File: src/rtl/vga_timing_prog.sv
// Programmable VGA raster timing generator with shadowed timing registers.
// Optional raster-line interrupt: define VGA_TIMING_LINE_IRQ_EN.
module vga_timing_prog #(
    parameter int XW        = 11,
    parameter int YW        = 10,
    parameter int H_ACTIVE  = 1024,
    parameter int H_FP      = 24,
    parameter int H_SYNC    = 136,
    parameter int H_BP      = 160,
    parameter int V_ACTIVE  = 768,
    parameter int V_FP      = 3,
    parameter int V_SYNC    = 6,
    parameter int V_BP      = 29,
    parameter bit HSYNC_POL = 1'b0,
    parameter bit VSYNC_POL = 1'b0,
    parameter int ROW_H     = 48
) (
    input  logic                     clk,
    input  logic                     rst,
    input  logic                     cfg_we,
    input  logic [3:0]               cfg_sel,
    input  logic [11:0]              cfg_data,
    output logic [XW-1:0]            x,
    output logic [YW-1:0]            y,
    output logic [YW-1:0]            y_row,
    output logic [$clog2(ROW_H)-1:0] y_sub,
    output logic                     hsync,
    output logic                     vsync,
    output logic                     blank,
    output logic                     line_start,
    output logic                     frame_start,
    output logic                     line_irq
);

    localparam int SW = $clog2(ROW_H);

    localparam logic [3:0][XW-1:0] RST_H = {
        XW'(H_BP), XW'(H_SYNC), XW'(H_FP), XW'(H_ACTIVE)
    };
    localparam logic [3:0][YW-1:0] RST_V = {
        YW'(V_BP), YW'(V_SYNC), YW'(V_FP), YW'(V_ACTIVE)
    };
    localparam logic [XW-1:0] RST_H_SS  = XW'(H_ACTIVE + H_FP);
    localparam logic [XW-1:0] RST_H_SE  = XW'(H_ACTIVE + H_FP + H_SYNC);
    localparam logic [XW-1:0] RST_H_TOT = XW'(H_ACTIVE + H_FP + H_SYNC + H_BP);
    localparam logic [YW-1:0] RST_V_SS  = YW'(V_ACTIVE + V_FP);
    localparam logic [YW-1:0] RST_V_SE  = YW'(V_ACTIVE + V_FP + V_SYNC);
    localparam logic [YW-1:0] RST_V_TOT = YW'(V_ACTIVE + V_FP + V_SYNC + V_BP);

    // Shadow fields, index 0..3 = active/fp/sync/bp.
    logic [3:0][XW-1:0] sh_h_q, sh_h_d;
    logic [3:0][YW-1:0] sh_v_q, sh_v_d;

    // Active timing, kept as precomputed boundaries.
    logic [XW-1:0] h_act_q, h_ss_q, h_se_q, h_tot_q;
    logic [YW-1:0] v_act_q, v_ss_q, v_se_q, v_tot_q;

    logic [XW-1:0] x_q, x_d;
    logic [YW-1:0] y_q, y_d;
    logic [YW-1:0] row_q, row_d;
    logic [SW-1:0] sub_q, sub_d;
    logic          hs_q, hs_d;
    logic          vs_q, vs_d;

    logic [XW-1:0] wr_h;
    logic [YW-1:0] wr_v;
    logic [XW-1:0] nh_ss, nh_se, nh_tot;
    logic [YW-1:0] nv_ss, nv_se, nv_tot;
    logic          x_wrap, y_wrap, frame_end;
    logic          unused_cfg;

    assign unused_cfg = ^cfg_data;

    assign x_wrap    = (x_q == h_tot_q - XW'(1));
    assign y_wrap    = (y_q == v_tot_q - YW'(1));
    assign frame_end = x_wrap & y_wrap;

    // Boundaries derived from the shadow set, loaded at frame end.
    assign nh_ss  = sh_h_q[0] + sh_h_q[1];
    assign nh_se  = nh_ss + sh_h_q[2];
    assign nh_tot = nh_se + sh_h_q[3];
    assign nv_ss  = sh_v_q[0] + sh_v_q[1];
    assign nv_se  = nv_ss + sh_v_q[2];
    assign nv_tot = nv_se + sh_v_q[3];

    // Shadow write path; a zero field would stall the raster, so store 1.
    always_comb begin
        wr_h   = XW'(cfg_data);
        wr_v   = YW'(cfg_data);
        sh_h_d = sh_h_q;
        sh_v_d = sh_v_q;
        if (wr_h == '0) wr_h = XW'(1);
        if (wr_v == '0) wr_v = YW'(1);
        if (cfg_we && cfg_sel[3:2] == 2'b00) sh_h_d[cfg_sel[1:0]] = wr_h;
        if (cfg_we && cfg_sel[3:2] == 2'b01) sh_v_d[cfg_sel[1:0]] = wr_v;
    end

    // Shadow registers and atomic active-set load at frame boundary.
    always_ff @(posedge clk) begin
        if (rst) begin
            sh_h_q  <= RST_H;
            sh_v_q  <= RST_V;
            h_act_q <= XW'(H_ACTIVE);
            h_ss_q  <= RST_H_SS;
            h_se_q  <= RST_H_SE;
            h_tot_q <= RST_H_TOT;
            v_act_q <= YW'(V_ACTIVE);
            v_ss_q  <= RST_V_SS;
            v_se_q  <= RST_V_SE;
            v_tot_q <= RST_V_TOT;
        end else begin
            sh_h_q <= sh_h_d;
            sh_v_q <= sh_v_d;
            if (frame_end) begin
                h_act_q <= sh_h_q[0];
                h_ss_q  <= nh_ss;
                h_se_q  <= nh_se;
                h_tot_q <= nh_tot;
                v_act_q <= sh_v_q[0];
                v_ss_q  <= nv_ss;
                v_se_q  <= nv_se;
                v_tot_q <= nv_tot;
            end
        end
    end

    // Next raster position and row/sub-row split without a divider.
    always_comb begin
        x_d   = x_q + XW'(1);
        y_d   = y_q;
        row_d = row_q;
        sub_d = sub_q;
        if (x_wrap) begin
            x_d = '0;
            if (y_wrap) begin
                y_d   = '0;
                row_d = '0;
                sub_d = '0;
            end else begin
                y_d = y_q + YW'(1);
                if (sub_q == SW'(ROW_H - 1)) begin
                    sub_d = '0;
                    row_d = row_q + YW'(1);
                end else begin
                    sub_d = sub_q + SW'(1);
                end
            end
        end
        hs_d = ((x_q >= h_ss_q) && (x_q < h_se_q)) ? HSYNC_POL : ~HSYNC_POL;
        vs_d = ((y_q >= v_ss_q) && (y_q < v_se_q)) ? VSYNC_POL : ~VSYNC_POL;
    end

    // Raster counters and registered sync outputs.
    always_ff @(posedge clk) begin
        if (rst) begin
            x_q   <= '0;
            y_q   <= '0;
            row_q <= '0;
            sub_q <= '0;
            hs_q  <= ~HSYNC_POL;
            vs_q  <= ~VSYNC_POL;
        end else begin
            x_q   <= x_d;
            y_q   <= y_d;
            row_q <= row_d;
            sub_q <= sub_d;
            hs_q  <= hs_d;
            vs_q  <= vs_d;
        end
    end

`ifdef VGA_TIMING_LINE_IRQ_EN
    logic [YW-1:0] irq_sh_q, irq_sh_d, irq_act_q;
    logic          irq_q;

    // Raster-line compare value is written to shadow only.
    always_comb begin
        irq_sh_d = irq_sh_q;
        if (cfg_we && cfg_sel == 4'd8) irq_sh_d = YW'(cfg_data);
    end

    // Interrupt line register set and one-cycle pulse at line start.
    always_ff @(posedge clk) begin
        if (rst) begin
            irq_sh_q  <= '0;
            irq_act_q <= '0;
            irq_q     <= 1'b0;
        end else begin
            irq_sh_q <= irq_sh_d;
            if (frame_end) irq_act_q <= irq_sh_q;
            irq_q <= (x_q == '0) && (y_q == irq_act_q);
        end
    end

    assign line_irq = irq_q;
`else
    assign line_irq = 1'b0;
`endif

    assign x           = x_q;
    assign y           = y_q;
    assign y_row       = row_q;
    assign y_sub       = sub_q;
    assign hsync       = hs_q;
    assign vsync       = vs_q;
    assign blank       = (x_q >= h_act_q) | (y_q >= v_act_q);
    assign line_start  = ~rst & (x_q == '0);
    assign frame_start = ~rst & (x_q == '0) & (y_q == '0);

endmodule

File: config.mk
export PLATFORM = sky130hd
export DESIGN_NAME = vga_timing_prog
export DESIGN_NICKNAME = d
export VERILOG_FILES = /design/src/rtl/vga_timing_prog.sv
export SDC_FILE = /design/constraint.sdc
export NUM_CORES = 1
export LEC_CHECK = 0
export ABC_CLOCK_PERIOD_IN_PS = 5900
export CORE_ASPECT_RATIO = 1.25
export CORE_MARGIN = 8
export CORE_UTILIZATION = 25
export DETAILED_ROUTE_END_ITERATION = 8
export GPL_TIMING_DRIVEN = 0
export PLACE_DENSITY = 0.36
export SLEW_MARGIN = 20
export SYNTH_ARGS = -nofsm -noshare
export SYNTH_HDL_FRONTEND = slang
export SYNTH_SLANG_ARGS = --single-unit
File: constraint.sdc
create_clock -name clk -period 5.9 [get_ports clk]
set_clock_uncertainty 0.15 [all_clocks]
set_input_delay 0.885 -clock clk [delete_from_list [all_inputs] [get_ports clk]]
set_output_delay 0.885 -clock clk [all_outputs]
set_load 0.01 [all_outputs]
* Yosys cells after proc, flatten, opt, wreduce, memory -nomap -nowiden
Index checks and enable logic that the tools add are counted.
Word-level totals: register bits after elaboration 207, input port bits 19, output and inout bits 43, word-level logic and storage cells 79
Operators by class: $add $sub $neg 12, magnitude comparators 8, eq/ne operators 4, mux-type cells 15, bitwise operators 5, reduce and logical (&&, ||, !) cells 13
Operator list (number):
- two-way mux 10 bit | 5
- bitwise mux 44 bit | 1
- bitwise mux 40 bit | 1
- adder 11 bit | 3
- adder 10 bit | 3
- demux 11 bit (select 2 bit) | 1
- greater-or-equal comparator 11 bit | 2
- logical NOT 11 bit | 2
- two-way mux 11 bit | 2
- adder 10 x 1 -> 10 bit (second input constant) | 2
- demux 10 bit (select 2 bit) | 1
- greater-or-equal comparator 10 bit | 2
- logical NOT 10 bit | 2
- two-way mux 6 bit | 2
- adder 11 x 1 -> 11 bit (second input constant) | 1
- == test 11 bit | 1
- < comparator 11 bit | 1
- subtractor 11 x 1 -> 11 bit (second input constant) | 1
- == test 10 bit | 1
- < comparator 10 bit | 1
- subtractor 10 x 1 -> 10 bit (second input constant) | 1
- adder 6 x 1 -> 6 bit (second input constant) | 1
- == test 6 bit (second input constant) | 1
- logical AND 1 bit | 5
- other kinds (11) | 14

* Longest topological paths before layout
Gate-level depths: netlist (run 1).
word-level depth 5, mapped depth 22, depth with buffers taken out 22

* Least setup slack after synthesis (run 1)
Ideal clock, no wire load.
path kind reg-to-reg, start point reg sh_v_q[0] in the netlist's numbering, end point reg v_tot_q[9], setup time 0.122 ns, arrival 3.746 ns, required time 5.628 ns, setup slack 1.883 ns, stages on the path, launching flop included 19, buffers on the path 0, period minus slack after synthesis 4.017 ns, cells stage by stage dfxtp_1 ha_1 fa_1 a21o_1 a21oi_1 xnor2_1 ha_1 a21boi_0 o21ai_0 nor2b_1 xnor2_1 ha_1 nor3_1 o2111ai_1 a31o_2 a21oi_1 xnor2_1 nand2_1 o311a_1
On the way: longest elaborated chain between the ends 3
Ends and longest elaborated chain:
- start: declaration | line 52 | logic [3:0][YW-1:0] sh_v_q, sh_v_d;
- start signal: assignment | line 113 | sh_v_q <= sh_v_d;
- adder 10 bit | line 82 | assign nv_ss = sh_v_q[0] + sh_v_q[1];
- via nv_ss[4] | line 68 | logic [YW-1:0] nv_ss, nv_se, nv_tot;
- adder 10 bit | line 83 | assign nv_se = nv_ss + sh_v_q[2];
- via nv_se[6] | line 68
- adder 10 bit | line 84 | assign nv_tot = nv_se + sh_v_q[3];
- end signal: assignment | line 122 | v_tot_q <= nv_tot;
- end: declaration | line 56 | logic [YW-1:0] v_act_q, v_ss_q, v_se_q, v_tot_q;
The timed path passes the listed nets, and every way through them passes these cells. A chain may end at the register's enable or synchronous reset.

* Worst setup path in the final report (run 1)
Ends and elaborated chain as after synthesis.

==> impl_metrics.toml, run 1 <==
[cts]
clkTransAtPathRegs_ns = 0.06
clock_path_buffers = 3
h-tree-depth = 1
cts_resized = 0
postCtsHoldBufs = 0
post_cts_buffers = 0
numClockSinks = 207
cts_buffers = 25
clk_latency_ns = 0.54
cts_root_buf = "clkbuf_16"
cts_tree = "done"

[place]
place.gp.congestion = 0.784
port_buffers = 48
dp.final_hpwl_mm = 32.3

[timing]
hold_ws_ns = 0.302
tns_ns = 0
period_minus_slack_ns = 4.90
rsz0062_at_grt = "no"
fmax_mhz = 204
max-slew-margin-rel_pct = 32.9
setup_viol = 0
slew_viol_final = 0
final-hold-violation-count = 0
worst_slew_pin_slew_ns = 1.01
fin_crit_sh_pct = 83.1

[routing]
num_vias = 10200
firstDrtPassIters = 5
viasPerCell = 4.61
drt-initial-drc-count = 416
drt_wl_total_mm = 41.7
drcViolationCount = 0
wl_per_cell_um = 18.7
ant_nets = 0

[critical_path]
critPathMaxFanout = 5
start_kind = "flip-flop"
cp.required_ns = 6.18
worstPathCellList = "ha_1 > fa_1 > xor2_1 > ha_1 > nor2b_1 > o21ai_0 > a21boi_0 > o21ai_0 > nor2b_1 > xnor2_1 > ha_1 > nor3_1 > o2111ai_1 > a31o_2 > a21oi_1 > xnor2_1 > nand2_1 > o311a_1"
cpMostUsedCell = "ha_1"
critPathMaxStageDelay_ns = 0.42
reg2reg_from = "sh_v_q[0]$_SDFFE_PP0P_"
reg2regPathDepth = 18
reg2reg_to = "v_tot_q[9]$_SDFFE_PP1P_"
arrival_ns = 5.19
endpoint_kind = "flip-flop"
path_class = "flip-flop to flip-flop"
slowest_stage = "fa_1"
r2r_slack_ns = 1.0

[yosys]
ys_seq_elements = 207
ys_async_sr_fraction_pct = 0
synth_edf_count = 0
synth_nets = 1637
synth_cells = 1486
synth_warnings = 0
yosysUniqueCellTypes = 68
synth_flop_cell = "dfxtp_1"
synthesis.area_um2 = 12200
ys_seq_area_share_pct = 34.1
synth_area_per_cell_um2 = 8.18

[power]
p_leak_nw = 5.75
ir_worst_vdd_mv = 0.152
pwr_density_cell_nw_per_um2 = 232

[flow_run]
maxCapViolCount = 0

[hold_path]
hold_start = "h_act_q[5]$_SDFFE_PP0P_"
whs_path_depth = 2
holdPathEnd = "h_act_q[5]$_SDFFE_PP0P_"
hold_class = "flip-flop to flip-flop"

[floorplan]
die-area_um2 = 56000
core_um2 = 48200
start_util_pct = 25.2
die_w_um = 213
row_count = 90
die_h_um = 262
ios = 62

[final_layout]
finalNetCount = 1712
regArea_um2 = 4140
antennaDiodeCount = 0
multiInputGateArea_um2 = 7360
layout-drive-gt1-share_pct = 4.75
syn2layout_area_growth_pct = 17.7
fill_cells = 5286

[global_routing]
grt_max_degree = 13
antenna_found_initial = 0
first_global_vias = 10400
gr-usage-all-layers_pct = 14.8
grt_overflow = 0
grt_pass1_wl_mm = 63.7

[status]
outcome = "finished clean"
==> cells in the final DEF (no fill, tap or decap), drive strengths merged, types with 40 or more instances in the layout <==
master | Yosys | final
xnor2 | 58 | 58
nand2 | 254 | 254
clkbuf | 49 | 85
o21ai | 40 | 40
clkdlybuf4s50 | 0 | 48
mux2i | 48 | 48
nor2 | 136 | 136
ha | 126 | 126
inv | 87 | 88
dfxtp | 207 | 207
a21oi | 127 | 127
==> synth_stat cells, drive strengths merged, types with 4 or more instances <==
master,instances,area share (%)
o31ai,5,0.31
or4,5,0.31
o21a,9,0.56
fa,6,0.99
nor2b,11,0.57
o21bai,4,0.25
a21boi,6,0.40
inv,87,2.7
a31oi,5,0.26
nor3b,5,0.31
nand4,15,0.77
or3,8,0.45
a31o,5,0.36
a211oi,15,0.93
o211ai,30,1.9
and3,9,0.46
xor2,36,2.6
xnor2,58,4.2
a21o,18,1.1
mux2i,48,4.0
o41ai,4,0.29
clkbuf,49,1.5
nand2,254,7.8
buf,25,1.1
o2111ai,9,0.65
nand2b,9,0.46
ha,126,13
nor3,30,1.2
and2,5,0.26
nand3b,5,0.31
nand3,31,1.3
dfxtp,207,34
o21ai,40,1.7
nor2,136,4.2
nor4,6,0.31
a21oi,127,5.2
==> power by group <==
part | internal, mW | total (mW) | switching, mW
clock network | 0.996 | 1.65 | 0.657
registers | 1.41 | 1.42 | 0.0128
logic | 0.0876 | 0.245 | 0.157
==> layer usage <==
layer / up-vias / GRT usage [%] / wire, µm
li1: 5277 / - / -
met1: 4767 / 18.8 / 19400
met2: 153 / 25.6 / 19900
met3: 44 / 2.20 / 1450
met4: 0 / 3.91 / 921
met5: - / 0 / 0
==> logic make-up (layout without fill, tap and decap cells) <==
kind of cell / Yosys count / after routing / share of synthesized area [%]
multiplexers: 49 / 49 / 4.05
AND/OR/NAND/NOR: 543 / 543 / 19.8
buffers and inverters: 161 / 254 / 5.34
XOR/XNOR: 97 / 97 / 7.34
adder cells (fa/ha/maj): 132 / 132 / 14.0
flip-flops: 207 / 207 / 34.1
other: 1 / 1 / 0.0309
AO/OA/AOI/OAI: 296 / 296 / 15.4
==> layout make-up <==
type / count / share of cell area [%]
Sequential cell: 207 / 29.0
Buffer: 74 / 2.26
Inverter: 87 / 2.28
Timing Repair Buffer: 48 / 3.36
Clock buffer: 36 / 5.15
Clock inverter: 9 / 0.884
Multi-Input combinational cell: 1118 / 51.4
Tap cell: 644 / 5.63
==> registers in the layout, summed over array words and instances (netlist names) <==
| name | flops |
|---|---|
| h_act_q | 11 |
| h_se_q | 11 |
| h_ss_q | 11 |
| h_tot_q | 11 |
| hsync | 1 |
| sh_h_q | 44 |
| sh_v_q | 40 |
| v_act_q | 10 |
| v_se_q | 10 |
| v_ss_q | 10 |
| v_tot_q | 10 |
| vsync | 1 |
| x | 11 |
| y | 10 |
| y_row | 10 |
| y_sub | 6 |
==> per-stage QoR <==
stage	worst slack [ns]	area (µm²)	utilization [%]	total power, mW	instances
floorplan	1.88	12200	-	1.61	1486
global placement	0.911	13400	27.9	1.70	2178
detailed placement	0.934	13400	27.9	1.70	2178
CTS	0.922	14300	29.7	3.38	2223
global route	0.658	14300	29.7	3.46	2223
finish	0.996	14300	29.7	3.32	2223
==> worst max-delay path, delay by kind of cell (launching register included) <==
kind	cells	cell delay, ns
flops	1	0.34
fa+ha+maj	4	1.29
xor+xnor	3	0.75
compound gates	7	1.61
simple gates	4	0.64
==> worst max-delay path by stage <==
stage	cells after the start	startpoint	slack, ns	end
floorplan	18	sh_v_q[0]$_SDFFE_PP0P_	1.88	v_tot_q[9]$_SDFFE_PP1P_
global placement	18	sh_v_q[0]$_SDFFE_PP0P_	0.91	v_tot_q[9]$_SDFFE_PP1P_
detailed placement	18	sh_v_q[0]$_SDFFE_PP0P_	0.93	v_tot_q[9]$_SDFFE_PP1P_
CTS	18	sh_v_q[0]$_SDFFE_PP0P_	0.92	v_tot_q[9]$_SDFFE_PP1P_
global route	22	sh_h_q[0]$_SDFFE_PP0P_	0.66	h_tot_q[10]$_SDFFE_PP1P_
finish	18	sh_v_q[0]$_SDFFE_PP0P_	1.0	v_tot_q[9]$_SDFFE_PP1P_
No activity file was read; power rests on OpenSTA's default activity.
==> run 2, diff against run 1 <==
--- a/config.mk
+++ b/config.mk
@@ -5,7 +5,7 @@
 export SDC_FILE = /design/constraint.sdc
 export NUM_CORES = 1
 export LEC_CHECK = 0
-export ABC_CLOCK_PERIOD_IN_PS = 5900
+export ABC_CLOCK_PERIOD_IN_PS = 5100
 export CORE_ASPECT_RATIO = 1.25
 export CORE_MARGIN = 8
 export CORE_UTILIZATION = 25
==> constraint.sdc (replaced) <==
create_clock -name clk -period 5.1 [get_ports clk]
set_clock_uncertainty 0.15 [all_clocks]
set_input_delay 0.765 -clock clk [delete_from_list [all_inputs] [get_ports clk]]
set_output_delay 0.765 -clock clk [all_outputs]
set_load 0.01 [all_outputs]
==> run 2 against run 1 <==
Compared with the run above: die area is the same; hold slack better by 0.00054 ns; first-iteration DRC count increased by 1.7%; sequential share of layout area decreased by 0.082 points; sequential power rose by 15%; cell count did not move; core utilization is 0.094 points higher; global-route usage unchanged; largest cell class unchanged; highest routed layer unchanged.
==> impl_metrics.toml, run 2 (synthesized netlist as in run 1, its figures left out) <==
[place]
place.gp.congestion = 0.784
port_buffers = 48
dp.final_hpwl_mm = 32.3

[floorplan]
die_h_um = 262
core_um2 = 48200
start_util_pct = 25.2
die_w_um = 213
row_count = 90
die-area_um2 = 56000
ios = 62

[timing]
period_minus_slack_ns = 4.75
fin_crit_sh_pct = 93.1
slew_viol_final = 0
fmax_mhz = 211
rsz0062_at_grt = "no"
setup_viol = 0
tns_ns = 0
worst_slew_pin_slew_ns = 1.01
final-hold-violation-count = 0
max-slew-margin-rel_pct = 32.2

[global_routing]
antenna_found_initial = 0
grt_max_degree = 13
grt_pass1_wl_mm = 63.7
first_global_vias = 10400
gr-usage-all-layers_pct = 14.8
grt_overflow = 0

[final_layout]
top_regs = "sh_h_q (44), sh_v_q (40)"
fill_cells = 5281
final_cell_mix = "nand2_1, dfxtp_1, nor2_1, a21oi_1, ha_1"
largest_register = "sh_h_q"
finalNetCount = 1712
antennaDiodeCount = 0
post-route-util_pct = 29.8
largest_reg_flops = 44
layout-drive-gt1-share_pct = 5.26
syn2layout_area_growth_pct = 18.1
layout_commonest_cell = "nand2_1"

[critical_path]
reg2regPathDepth = 18
reg2reg_from = "sh_v_q[0]$_SDFFE_PP0P_"
start_kind = "flip-flop"
endpoint_kind = "flip-flop"
critPathMaxFanout = 5
reg2reg_to = "v_tot_q[9]$_SDFFE_PP1P_"
path_class = "flip-flop to flip-flop"
arrival_ns = 5.03
r2r_slack_ns = 0.35
crit_start = "sh_v_q[0]$_SDFFE_PP0P_"
cp.required_ns = 5.38

[routing]
wl_per_cell_um = 18.7
viasPerCell = 4.61
drt_wl_total_mm = 41.6
num_vias = 10300
drt-initial-drc-count = 423
firstDrtPassIters = 5
ant_nets = 0
drcViolationCount = 0

[power]
pwr_density_cell_nw_per_um2 = 268
ir_worst_vdd_mv = 0.176
p_leak_nw = 5.77

[hold_path]
holdPathEnd = "h_act_q[5]$_SDFFE_PP0P_"
whs_path_depth = 2
hold_start = "h_act_q[5]$_SDFFE_PP0P_"
hold_class = "flip-flop to flip-flop"

[cts]
cts_root_buf = "clkbuf_16"
cts_tree = "done"
clock_path_buffers = 3
h-tree-depth = 1
clkTransAtPathRegs_ns = 0.06
clk_latency_ns = 0.54
numClockSinks = 207
postCtsHoldBufs = 0
post_cts_buffers = 0
cts_resized = 0
cts_buffers = 25

[flow_run]
maxCapViolCount = 0

[status]
outcome = "finished clean"
[run 2: cell counts in the layout (fill, tap and decap cells not counted)]
No cell type changed its count.
[run 2: area by class of cell]
| class | count | area (µm²) | share of cell area (%) |
|---|---|---|---|
| buffer | 74 | 323 | 2.25 |
| clock buffer | 36 | 737 | 5.14 |
| clock inverter | 9 | 126 | 0.881 |
| inverter | 87 | 327 | 2.28 |
| multi-input combinational | 1118 | 7400 | 51.6 |
| sequential | 207 | 4150 | 28.9 |
| tap | 644 | 806 | 5.62 |
| timing repair buffer | 48 | 480 | 3.35 |
[run 2: critical path, stage by stage (launching register included)]
cell	delay (ns)
dfxtp_1	0.35
ha_1	0.26
fa_1	0.44
a21o_1	0.20
a21oi_1	0.23
xnor2_1	0.25
ha_1	0.33
a21boi_0	0.16
o21ai_0	0.23
nor2b_1	0.19
xnor2_1	0.13
ha_1	0.26
nor3_1	0.21
o2111ai_1	0.20
a31o_2	0.29
a21oi_2	0.22
xnor2_2	0.18
nand2_1	0.08
o311a_1	0.28
[run 2: worst max path at each step]
stage          slack, ns  depth (start not counted)                      end
5_1_grt             0.06                         18  v_tot_q[9]$_SDFFE_PP1P_
4_1_cts             0.12                         18  v_tot_q[9]$_SDFFE_PP1P_
6_report            0.35                         18  v_tot_q[9]$_SDFFE_PP1P_
3_3_place_gp        0.11                         18  v_tot_q[9]$_SDFFE_PP1P_
2_1_floorplan       1.08                         18  v_tot_q[9]$_SDFFE_PP1P_
3_5_place_dp        0.13                         18  v_tot_q[9]$_SDFFE_PP1P_
[run 2: through the flow]
stage / setup WS [ns] / power, mW / area, µm² / hold slack, ns / std cells
floorplan: 1.08 / 1.86 / 12200 / 0.279 / 1486
global placement: 0.111 / 1.97 / 13400 / 0.292 / 2178
CTS: 0.122 / 3.92 / 14300 / 0.304 / 2223
detailed placement: 0.134 / 1.97 / 13400 / 0.296 / 2178
global route: 0.0606 / 4.00 / 14300 / 0.327 / 2223
finish: 0.350 / 3.84 / 14300 / 0.302 / 2223
[run 2: power by group]
group	total, mW	switching (mW)	leakage [nW]	internal [mW]
logic	0.285	0.182	3.67	0.103
clock network	1.91	0.760	0.426	1.15
registers	1.64	0.0147	1.67	1.63
total	3.84	0.957	5.77	2.88
[run 2: layer usage]
metal	part of all wire (%)	vias to the layer above	track usage, %
li1	-	5278	-
met2	48	150	25.6
met4	2.2	0	3.91
met1	46	4779	18.8
met3	3.5	44	2.20
met5	0	-	0
==> run 3, diff against run 2 <==
--- a/config.mk
+++ b/config.mk
@@ -9,10 +9,11 @@
 export CORE_ASPECT_RATIO = 1.25
 export CORE_MARGIN = 8
 export CORE_UTILIZATION = 25
+export CTS_CLUSTER_SIZE = 25
 export DETAILED_ROUTE_END_ITERATION = 8
 export GPL_TIMING_DRIVEN = 0
 export PLACE_DENSITY = 0.36
-export SLEW_MARGIN = 20
+export SLEW_MARGIN = 10
 export SYNTH_ARGS = -nofsm -noshare
 export SYNTH_HDL_FRONTEND = slang
 export SYNTH_SLANG_ARGS = --single-unit
==> run 3 against run 2 <==
Compared with the run above: global-route usage hardly changed; largest cell class unchanged; maximum frequency hardly changed; critical path type unchanged; die area stayed put; flip-flop and latch count stayed put; core utilization is 0.099 points higher; sequential power hardly changed; register-to-register slack hardly changed.
==> impl_metrics.toml, run 3 (synthesized netlist as in run 1, its figures left out) <==
[floorplan]
ios = 62
die_w_um = 213
core_um2 = 48200
start_util_pct = 25.2
die-area_um2 = 56000
die_h_um = 262
row_count = 90

[timing]
slew_viol_final = 0
fmax_mhz = 211
max-slew-margin-rel_pct = 33.1
final-hold-violation-count = 0
rsz0062_at_grt = "no"
setup_viol = 0
worst_slew_pin_slew_ns = 0.995
tns_ns = 0
period_minus_slack_ns = 4.75
hold_ws_ns = 0.302
fin_crit_sh_pct = 93.1

[global_routing]
grt_overflow = 0
first_global_vias = 10400
gr-usage-all-layers_pct = 14.8
grt_max_degree = 13
grt_pass1_wl_mm = 63.8
antenna_found_initial = 0

[place]
place.gp.congestion = 0.784
dpl_cell_area_um2 = 13400
dp.final_hpwl_mm = 32.3
port_buffers = 48
placed_cells = 2178

[routing]
viasPerCell = 4.61
firstDrtPassIters = 7
drt-initial-drc-count = 389
wl_per_cell_um = 18.7
drt_wl_total_mm = 41.7
ant_nets = 0
drcViolationCount = 0
num_vias = 10200

[final_layout]
instances_no_fill = 2222
syn2layout_area_growth_pct = 18.5
fill_cells = 5284
final_cell_mix = "nand2_1, dfxtp_1, nor2_1, a21oi_1, ha_1"
largest_register = "sh_h_q"
largest_reg_flops = 44
antennaDiodeCount = 0
finalNetCount = 1712
layout_commonest_cell = "nand2_1"
layout-drive-gt1-share_pct = 5.39
fin_area_um2 = 14400
top_regs = "sh_h_q (44), sh_v_q (40)"

[power]
pwr_density_cell_nw_per_um2 = 273
p_leak_nw = 5.79
ir_worst_vdd_mv = 0.147
power.total_mw = 3.93

[critical_path]
critPathMaxStageDelay_ns = 0.44
slowest_stage = "fa_1"
arrival_ns = 5.02
worstPathCellList = "ha_1 > fa_1 > a21o_1 > a21oi_1 > xnor2_1 > ha_1 > a21boi_0 > o21ai_0 > nor2b_1 > xnor2_1 > ha_1 > nor3_1 > o2111ai_1 > a31o_2 > a21oi_2 > xnor2_2 > nand2_1 > o311a_1"
start_kind = "flip-flop"
path_class = "flip-flop to flip-flop"
cp.required_ns = 5.37
cpMostUsedCell = "ha_1"
critPathMaxFanout = 5
endpoint_kind = "flip-flop"
reg2regPathDepth = 18

[hold_path]
whs_path_depth = 2
hold_class = "flip-flop to flip-flop"

[cts]
cts_buffers = 25
numClockSinks = 207
postCtsHoldBufs = 0
clkTransAtPathRegs_ns = 0.06
cts_root_buf = "clkbuf_16"
h-tree-depth = 1
clk_latency_ns = 0.54
clock_path_buffers = 3
cts_tree = "done"

[flow_run]
maxCapViolCount = 0

[status]
outcome = "finished clean"
[run 3: through the flow]
step | utilization [%] | setup slack [ns]
3_3_place_gp | 27.9 | 0.111
6_report | 29.9 | 0.352
5_1_grt | 29.9 | 0.0607
4_1_cts | 29.8 | 0.122
3_5_place_dp | 27.9 | 0.134
2_1_floorplan | - | 1.08
[run 3: power breakdown]
group,total (mW),internal (mW),switching [mW]
sequential,1.64,1.63,0.0147
clock,2.00,1.25,0.755
combinational,0.284,0.103,0.182
total,3.93,2.98,0.952
[run 3: metal layers]
layer | up-vias | part of all wire, % | track usage (%)
li1 | 5275 | - | -
met2 | 137 | 48 | 25.6
met4 | 0 | 2.2 | 4.06
met5 | - | 0 | 0
met1 | 4791 | 46 | 18.7
met3 | 44 | 3.4 | 2.16
[run 3: worst paths after layout]
| path | from | end | slack, ns |
|---|---|---|---|
| max | sh_v_q[0]$_SDFFE_PP0P_ | v_tot_q[9]$_SDFFE_PP1P_ | 0.35 |
| min | h_act_q[5]$_SDFFE_PP0P_ | h_act_q[5]$_SDFFE_PP0P_ | 0.30 |
| max reg2reg | sh_v_q[0]$_SDFFE_PP0P_ | v_tot_q[9]$_SDFFE_PP1P_ | 0.35 |
| min reg2reg | h_act_q[5]$_SDFFE_PP0P_ | h_act_q[5]$_SDFFE_PP0P_ | 0.30 |
[run 3: layout make-up]
| type | count | area [µm²] | share of cell area, % |
|---|---|---|---|
| buffer | 74 | 323 | 2.24 |
| clock buffer | 33 | 726 | 5.04 |
| clock inverter | 11 | 185 | 1.29 |
| inverter | 87 | 327 | 2.27 |
| multi-input combinational | 1118 | 7400 | 51.4 |
| sequential | 207 | 4150 | 28.8 |
| tap | 644 | 806 | 5.60 |
| timing repair buffer | 48 | 480 | 3.34 |
[run 3: what timing repair did]
item,in CTS,in global routing
gates resized for setup,0,8
endpoints found under the setup margin,0,2
setup buffers,0,0
hold endpoints to repair,0,0
[run 3: worst max-delay path, delay by kind of cell (launching register included)]
kind / cells / cell delay (ns)
compound gates: 8 / 1.81
xor+xnor: 3 / 0.56
fa+ha+maj: 4 / 1.30
flops: 1 / 0.34
simple gates: 3 / 0.48
